--- src/rtl/mem_port_arbiter.sv ---
// mem_port_arbiter: shares one single-ported, fixed-latency memory between
// the instruction-fetch port and the data port. Round-robin arbitration,
// a three-state access sequencer (IDLE -> ACCESS -> DONE), registered read
// data per port, one-cycle acks and a combinational pipeline stall.
module mem_port_arbiter #(
    parameter int ADDR_W  = 32,
    parameter int DATA_W  = 32,
    parameter int MEM_LAT = 2
) (
    input  logic              clk,
    input  logic              rst_n,
    input  logic              if_req,
    input  logic [ADDR_W-1:0] if_addr,
    output logic              if_ack,
    output logic [DATA_W-1:0] if_rdata,
    input  logic              d_req,
    input  logic              d_we,
    input  logic [ADDR_W-1:0] d_addr,
    input  logic [DATA_W-1:0] d_wdata,
    output logic              d_ack,
    output logic [DATA_W-1:0] d_rdata,
    output logic              mem_en,
    output logic              mem_we,
    output logic [ADDR_W-1:0] mem_addr,
    output logic [DATA_W-1:0] mem_wdata,
    input  logic [DATA_W-1:0] mem_rdata,
    output logic              stall,
    output logic              busy
);

    // Counter is at least one bit wide so MEM_LAT = 1 still elaborates.
    localparam int               CNT_W    = (MEM_LAT > 1) ? $clog2(MEM_LAT) : 1;
    localparam logic [CNT_W-1:0] CNT_LOAD = CNT_W'(MEM_LAT - 1);
    localparam logic [CNT_W-1:0] CNT_ONE  = CNT_W'(1);

    typedef enum logic [1:0] {
        IDLE   = 2'd0,
        ACCESS = 2'd1,
        DONE   = 2'd2
    } state_e;

    typedef enum logic {
        PORT_I = 1'b0,
        PORT_D = 1'b1
    } port_e;

    state_e            state_q, state_d;
    logic [CNT_W-1:0]  cnt_q, cnt_d;
    port_e             last_q, last_d;
    port_e             gnt_q, gnt_d;
    logic [ADDR_W-1:0] addr_q, addr_d;
    logic [DATA_W-1:0] wdata_q, wdata_d;
    logic              we_q, we_d;
    logic [DATA_W-1:0] if_rdata_q, if_rdata_d;
    logic [DATA_W-1:0] d_rdata_q, d_rdata_d;

    logic  grant;
    port_e winner;

    // Arbitration: a lone request wins; on a tie the port not granted last wins.
    always_comb begin
        // NOTE: every signal driven here gets a default first, so no path
        // through the block leaves it unassigned and infers a latch.
        grant  = (state_q == IDLE) && (if_req || d_req);
        winner = PORT_I;
        if (d_req && (!if_req || (last_q == PORT_I))) begin
            winner = PORT_D;
        end
    end

    // FSM state register.
    always_ff @(posedge clk or negedge rst_n) begin
        // NOTE: sequential state uses non-blocking assignments so every flop
        // samples pre-edge values regardless of evaluation order.
        if (!rst_n) begin
            state_q <= IDLE;
        end else begin
            state_q <= state_d;
        end
    end

    // FSM next state: DONE never samples requests, so a held request is not re-granted.
    always_comb begin
        state_d = state_q;
        unique case (state_q)
            IDLE:    if (grant) state_d = ACCESS;
            ACCESS:  if (cnt_q == '0) state_d = DONE;
            DONE:    state_d = IDLE;
            default: state_d = IDLE;
        endcase
    end

    // FSM outputs: memory strobes in ACCESS, ack pulse to the granted port in DONE.
    always_comb begin
        mem_en    = (state_q == ACCESS);
        mem_we    = mem_en && we_q;
        mem_addr  = addr_q;
        mem_wdata = wdata_q;
        busy      = (state_q != IDLE);
        if_ack    = (state_q == DONE) && (gnt_q == PORT_I);
        d_ack     = (state_q == DONE) && (gnt_q == PORT_D);
        if_rdata  = if_rdata_q;
        d_rdata   = d_rdata_q;
        stall     = (if_req && !if_ack) || (d_req && !d_ack);
    end

    // Datapath next values: capture the winner's request at grant, count down
    // the memory latency, and latch read data on the last enabled cycle.
    always_comb begin
        cnt_d      = cnt_q;
        last_d     = last_q;
        gnt_d      = gnt_q;
        addr_d     = addr_q;
        wdata_d    = wdata_q;
        we_d       = we_q;
        if_rdata_d = if_rdata_q;
        d_rdata_d  = d_rdata_q;

        if (grant) begin
            cnt_d  = CNT_LOAD;
            last_d = winner;
            gnt_d  = winner;
            if (winner == PORT_D) begin
                addr_d  = d_addr;
                wdata_d = d_wdata;
                we_d    = d_we;
            end else begin
                // Instruction port is read-only.
                addr_d  = if_addr;
                wdata_d = '0;
                we_d    = 1'b0;
            end
        end else if (state_q == ACCESS) begin
            if (cnt_q != '0) begin
                cnt_d = cnt_q - CNT_ONE;
            end else if (!we_q) begin
                if (gnt_q == PORT_D) begin
                    d_rdata_d = mem_rdata;
                end else begin
                    if_rdata_d = mem_rdata;
                end
            end
        end
    end

    // Datapath registers; last-grant resets to the instruction port so data wins the first tie.
    always_ff @(posedge clk or negedge rst_n) begin
        if (!rst_n) begin
            cnt_q      <= '0;
            last_q     <= PORT_I;
            gnt_q      <= PORT_I;
            addr_q     <= '0;
            wdata_q    <= '0;
            we_q       <= 1'b0;
            if_rdata_q <= '0;
            d_rdata_q  <= '0;
        end else begin
            cnt_q      <= cnt_d;
            last_q     <= last_d;
            gnt_q      <= gnt_d;
            addr_q     <= addr_d;
            wdata_q    <= wdata_d;
            we_q       <= we_d;
            if_rdata_q <= if_rdata_d;
            d_rdata_q  <= d_rdata_d;
        end
    end

endmodule

--- config.mk ---
export PLATFORM = sky130hd
export DESIGN_NAME = mem_port_arbiter
export DESIGN_NICKNAME = d
export VERILOG_FILES = /design/src/rtl/mem_port_arbiter.sv
export SDC_FILE = /design/constraint.sdc
export NUM_CORES = 1
export LEC_CHECK = 0
export CELL_PAD_IN_SITES_DETAIL_PLACEMENT = 2
export CELL_PAD_IN_SITES_GLOBAL_PLACEMENT = 2
export CORE_ASPECT_RATIO = 0.75
export CORE_MARGIN = 2
export CORE_UTILIZATION = 27
export CTS_CLUSTER_SIZE = 40
export DETAILED_ROUTE_END_ITERATION = 6
export GPL_TIMING_DRIVEN = 0
export PLACE_DENSITY = 0.8
export SETUP_SLACK_MARGIN = 0.05
export SLEW_MARGIN = 20
export SYNTH_ARGS = -nofsm -noshare
export SYNTH_HDL_FRONTEND = slang
export SYNTH_SLANG_ARGS = --single-unit
--- constraint.sdc ---
create_clock -name clk -period 3.09 [get_ports clk]
set_input_delay 0.309 -clock clk [delete_from_list [all_inputs] [get_ports clk]]
set_output_delay 0.309 -clock clk [all_outputs]
set_load 0.01 [all_outputs]
==> results_dict.tcl, run 1 <==
set metrics [dict create \
    status "finished, final reports clean" \
    die_h_um 125.3 \
    std_cell_rows 44 \
    grt_max_degree 87 \
    ant_nets 0 \
    hold_path_class "primary input to async pin" \
    synthSimpleGateAreaFrac_pct 1.655 \
    cellLeakagePower_nw 3.729 \
    avgSynthCellArea_sq_um 15.75 \
    start_util_pct 27.47 \
    path_max_fanout 6 \
    place_ws_ns 0.7345 \
    grt_pass1_wl_um 29120 \
    crit_type "register to output port" \
    antenna_cells 0 \
    finalCritPeriodShare_pct 72.52 \
    final_hold_viol_count 0 \
    cts-buffers-inserted 17 \
    power.clock.fraction_pct 22.1 \
    dp_hpwl_um 14040 \
    clockBufferDepth 2 \
    pwr-share-seq_pct 32.8 \
    grt_usage_pct 18.17 \
    postPlaceCellArea_sq_mm 0.008304 \
    skew_ns 0.01173 \
    die_x_um 165.7 \
    tightestPinTransition_ns 0.6382 \
    drtIter0Drc 117 \
    core_area_sq_mm 0.01927 \
    cts-root-buf "clkbuf_16" \
    overflow 0 \
    ys.warnings.count 0 \
    cts_setup_buffers 0 \
    synth_compound_area_share_pct 6.028 \
    netlist_instances 336 \
    drive_above_1_share_pct 22.64 \
    antenna_found_initial 0 \
    slew_violations 0 \
    die_area_sq_mm 0.02075 \
    ir_worst_vdd_v 0.0004245 \
    power.internal_mw 6.637 \
    power_mw 9.686 \
    cts_num_sinks 133 \
    synth_top_family_by_area "multiplexers" \
    required_ns 2.78 \
    synth.cell_area_sq_mm 0.005293 \
    wl_per_cell_um 20.31 \
    start_kind "register" \
    max-cap-violations 0 \
    fin_hold_ws_ns 0.4017 \
    path_clk_slew_ns 0.06 \
    drc_errors 0 \
    swShare_pct 31.48 \
    synth_xor_area_share_pct 0 \
    tns_ns 0 \
    port_buffers 266 \
    layout.cells.non_filler 889 \
    layout_commonest_cell "clkdlybuf4s50_1" \
    setup_ws_ns 0.8493 \
    slew_headroom_pct 57.45 \
    nNetsFinal 756 \
    clkLatencyLatePin_ns 0.41 \
    cts_max_level 4 \
    fin_area_sq_mm 0.008939 \
    ioPinCount 267 \
    p_sw_mw 3.050 \
    power_density_mw_per_mm2 1084 \
    placed_cells 856 \
    synth_adder_area_share_pct 0 \
    syn_nets 469 \
    worst_ep_arrival_time_ns 1.93 \
    via_per_inst 4.486 \
    ys_ff_latch 133 \
    gp_congestion 0.7236 \
    final_util_pct 46.39 \
    cp-end-kind "output port" \
    setup_viol 0 \
    rsz0062_at_grt "no" \
    syn_to_final_growth_pct 68.89 \
    final_cell_mix "265 x clkdlybuf4s50_1, 133 x dfrtp_1, 95 x mux2_2" \
    cts_tree "yes" \
    yosysSeqAreaShare_pct 62.88 \
    first_pass_iters 4 \
    comb_power_share_pct 45.1 \
    yosys.cell_types.count 20 \
    vias 3988 \
    grt_pass1_vias 4781 \
    drt_wl_total_um 18050 \
    fmax_mhz 446.3 \
    synthMuxAreaShare_pct 27.23 \
    fin_crit_ns 2.241 \
]
[Yosys cell counts, drive strengths merged]
master  instances  share of area, %
a21boi          1              0.21
a21o            1              0.14
a22o           33               5.5
and2            2              0.24
and3b           1              0.17
buf            15               1.6
clkbuf          5              0.35
dfrtp         133                63
inv             4              0.28
mux2          128                27
nand2           4              0.28
nand2b          1              0.12
nand3           1             0.094
nor2            3              0.21
nor3b           1              0.14
nor4            1              0.40
o21ai           1             0.094
o22ai           1              0.12
[worst max-delay path, stage by stage (launching register included)]
cell,delay (ns)
dfrtp_1,0.47
nor3b_1,0.36
o22ai_1,0.17
clkdlybuf4s50_1,0.53
[what timing repair did]
| item | CTS | global route |
|---|---|---|
| hold endpoints to repair | 47 | 0 |
| hold buffers | 1 | 0 |
| resized for setup | 0 | 0 |
| setup endpoints to repair | 0 | 0 |
[layer usage]
layer	routed length [um]	share of wire, %	global-route usage, %	vias to the layer above
met5	0	0	0	-
met4	162	0.90	4.348	0
met3	948	5.3	4.685	11
met2	9447	52	32.34	131
met1	7494	42	22.12	2056
li1	-	-	-	1790
[power groups by stage]
stage / clock [mW] / combinational, mW / sequential (mW)
global placement: 0 / 4.26 / 3.12
finish: 2.14 / 4.37 / 3.18
detailed placement: 0 / 4.44 / 3.21
floorplan: 0 / 1.48 / 3.52
CTS: 2.20 / 4.47 / 3.20
global route: 2.29 / 4.69 / 3.31
[flip-flops by register name (all words and copies together) (netlist names)]
| signal | count |
|---|---|
| if_rdata | 32 |
| d_rdata | 32 |
| mem_wdata | 32 |
| state_q | 2 |
| gnt_q | 1 |
| mem_addr | 32 |
| we_q | 1 |
| cnt_q | 1 |
[area by class of cell]
type	instances	area [sq um]
Fill cell	1894	10330
Clock buffer	20	446.7
Clock inverter	12	177.7
Timing Repair Buffer	268	2705
Sequential cell	133	3328
Multi-Input combinational cell	179	1848
Tap cell	253	316.6
Buffer	20	101.3
Inverter	4	15.01
[logic make-up after synthesis]
logic type / after synthesis
flip-flops: 133
multiplexers: 128
AO/OA/AOI/OAI: 37
buffers and inverters: 24
AND/OR/NAND/NOR: 14
[worst paths after layout]
| path | startpoint | cells past startpoint | slack, ns | endpoint |
|---|---|---|---|---|
| max in group asynchronous | rst_n | 3 | 1.92 | cnt_q$_DFFE_PN0P_ |
| min | rst_n | 2 | 0.40 | mem_addr[8]$_DFFE_PN0P_ |
| max reg2reg | gnt_q$_DFFE_PN0P_ | 4 | 1.16 | mem_addr[4]$_DFFE_PN0P_ |
| max | gnt_q$_DFFE_PN0P_ | 3 | 0.85 | stall |
| min in group clk | if_rdata[5]$_DFFE_PN0P_ | 1 | 0.50 | if_rdata[5]$_DFFE_PN0P_ |
| min reg2reg | if_rdata[5]$_DFFE_PN0P_ | 1 | 0.50 | if_rdata[5]$_DFFE_PN0P_ |
Note: power is estimated with default switching activity, not from simulation.
==> inputs of run 2 (changes only) <==
--- a/config.mk
+++ b/config.mk
@@ -9,11 +9,11 @@
 export CELL_PAD_IN_SITES_GLOBAL_PLACEMENT = 2
 export CORE_ASPECT_RATIO = 0.75
 export CORE_MARGIN = 2
-export CORE_UTILIZATION = 27
+export CORE_UTILIZATION = 23
 export CTS_CLUSTER_SIZE = 40
 export DETAILED_ROUTE_END_ITERATION = 6
 export GPL_TIMING_DRIVEN = 0
-export PLACE_DENSITY = 0.8
+export PLACE_DENSITY = 0.72
 export SETUP_SLACK_MARGIN = 0.05
 export SLEW_MARGIN = 20
 export SYNTH_ARGS = -nofsm -noshare
==> constraint.sdc (replaced) <==
create_clock -name clk -period 2 [get_ports clk]
set_input_delay 0.2 -clock clk [delete_from_list [all_inputs] [get_ports clk]]
set_output_delay 0.2 -clock clk [all_outputs]
set_load 0.01 [all_outputs]
==> results_dict.tcl, run 2 (synthesis results as in run 1) <==
set metrics [dict create \
    critPathMaxStageDelay_ns 0.46 \
    drc_errors 0 \
    gp_congestion 0.7196 \
    path_cells "a21boi_2 -> buf_2 -> mux2_1 -> mux2_2" \
    drtIter0Drc 127 \
    nNetsFinal 756 \
    slew_headroom_pct 64.52 \
    tightestPinTransition_ns 0.5322 \
    clockBufferDepth 2 \
    overflow 0 \
    via_per_inst 4.302 \
    final_util_pct 39.34 \
    antenna_cells 0 \
    cts-buffers-inserted 17 \
    ioPinCount 267 \
    grt_pass1_vias 4700 \
    final_hold_viol_count 0 \
    slew_violations 0 \
    placed_cells 903 \
    skew_ns 0.01077 \
    clkLatencyLatePin_ns 0.42 \
    status "finished, final reports clean" \
    swShare_pct 32.21 \
    final_cell_mix "261 x clkdlybuf4s50_1, 132 x dfrtp_1, 95 x mux2_2" \
    first_pass_iters 4 \
    fin_hold_ws_ns 0.2868 \
    fin_area_sq_mm 0.008977 \
    cellLeakagePower_nw 3.711 \
    cts_num_sinks 133 \
    crit_type "register to register" \
    setup_viol 0 \
    fmax_mhz 532.5 \
    grt_max_degree 87 \
    drive_above_1_share_pct 23.43 \
    start_kind "register" \
    layout_commonest_cell "clkdlybuf4s50_1" \
    power.clock.fraction_pct 21.2 \
    die_x_um 179.2 \
    cpMaxStageDelayCell "dfrtp_2" \
    cp-end-kind "register" \
    cts_max_level 4 \
    postPlaceCellArea_sq_mm 0.008363 \
    hold_path_class "primary input to async pin" \
    comb_power_share_pct 45.6 \
    syn_to_final_growth_pct 69.62 \
    start_util_pct 23.19 \
    tns_ns 0 \
    rsz0062_at_grt "yes" \
    crit_family "multiplexers" \
    die_h_um 135.4 \
    ant_nets 0 \
    pwr-share-seq_pct 33.2 \
    power_density_mw_per_mm2 1645 \
    power.internal_mw 10.01 \
    port_buffers 266 \
    wl_per_cell_um 19.77 \
    fin_crit_ns 1.878 \
    grt_pass1_wl_um 28200 \
    p_sw_mw 4.758 \
    layout.cells.non_filler 936 \
    die_area_sq_mm 0.02425 \
    finalCritPeriodShare_pct 93.90 \
    r2r_start "gnt_q$_DFFE_PN0P_" \
    ir_worst_vdd_v 0.0005224 \
    core_area_sq_mm 0.02282 \
    path_clk_slew_ns 0.06 \
    dp_hpwl_um 14230 \
    worst_ep_arrival_time_ns 2.17 \
    vias 4027 \
    std_cell_rows 48 \
    max-cap-violations 0 \
    drt_wl_total_um 18500 \
    required_ns 2.30 \
    path_max_fanout 10 \
    startpoint "gnt_q$_DFFE_PN0P_" \
    cp.buffers_inverters 1 \
    antenna_found_initial 0 \
    cts_tree "yes" \
    cts-root-buf "clkbuf_16" \
    grt_usage_pct 15.56 \
]
## run 2: worst paths after layout
check | end | slack, ns | cells past startpoint
setup / recovery | mem_addr[30]$_DFFE_PN0P_ | 0.12 | 4
hold / removal | mem_addr[12]$_DFFE_PN0P_ | 0.29 | 2
setup reg to reg | mem_addr[30]$_DFFE_PN0P_ | 0.12 | 4
hold reg to reg | if_rdata[5]$_DFFE_PN0P_ | 0.50 | 1
max in group asynchronous | mem_wdata[9]$_DFFE_PN0P_ | 0.96 | 3
min in group clk | mem_wdata[14]$_DFFE_PN0P_ | 0.39 | 2
## run 2: cell type report
| cell class | instances | area [sq um] |
|---|---|---|
| Tap cell | 300 | 375.4 |
| Multi-Input combinational cell | 179 | 1848 |
| Inverter | 4 | 15.01 |
| Buffer | 20 | 117.6 |
| Clock inverter | 13 | 148.9 |
| Timing Repair Buffer | 268 | 2700 |
| Sequential cell | 133 | 3329 |
| Fill cell | 2311 | 13840 |
| Clock buffer | 19 | 442.9 |
## run 2: per-stage QoR
step	setup WS [ns]	total power [mW]
floorplan	0.3908	7.717
global placement	-4.590	11.43
detailed placement	-0.3354	11.80
CTS	0.07298	15.04
global route	0.02473	15.68
finish	0.1219	14.77
## run 2: metal layers
| layer | routed length, um | track usage [%] | up-vias |
|---|---|---|---|
| met2 | 9544 | 27.12 | 143 |
| met4 | 222 | 4.749 | 0 |
| met1 | 7475 | 18.28 | 2080 |
| met5 | 0 | 0 | - |
| li1 | - | - | 1792 |
| met3 | 1261 | 4.938 | 12 |
## run 2: power groups by stage
stage | clock [mW] | sequential [mW] | combinational [mW]
after global placement | 0 | 4.81 | 6.62
after floorplan | 0 | 5.44 | 2.28
after CTS | 3.26 | 4.93 | 6.86
after global routing | 3.35 | 5.10 | 7.23
after detailed placement | 0 | 4.95 | 6.85
final | 3.14 | 4.90 | 6.73
## run 2: repair_timing
| item | 4_1_cts | 5_1_grt |
|---|---|---|
| setup buffers | 0 | 0 |
| gates resized for setup | 6 | 9 |
| hold buffers | 1 | 0 |
| setup endpoints to repair | 9 | 38 |
| endpoints found under the hold margin | 47 | 0 |
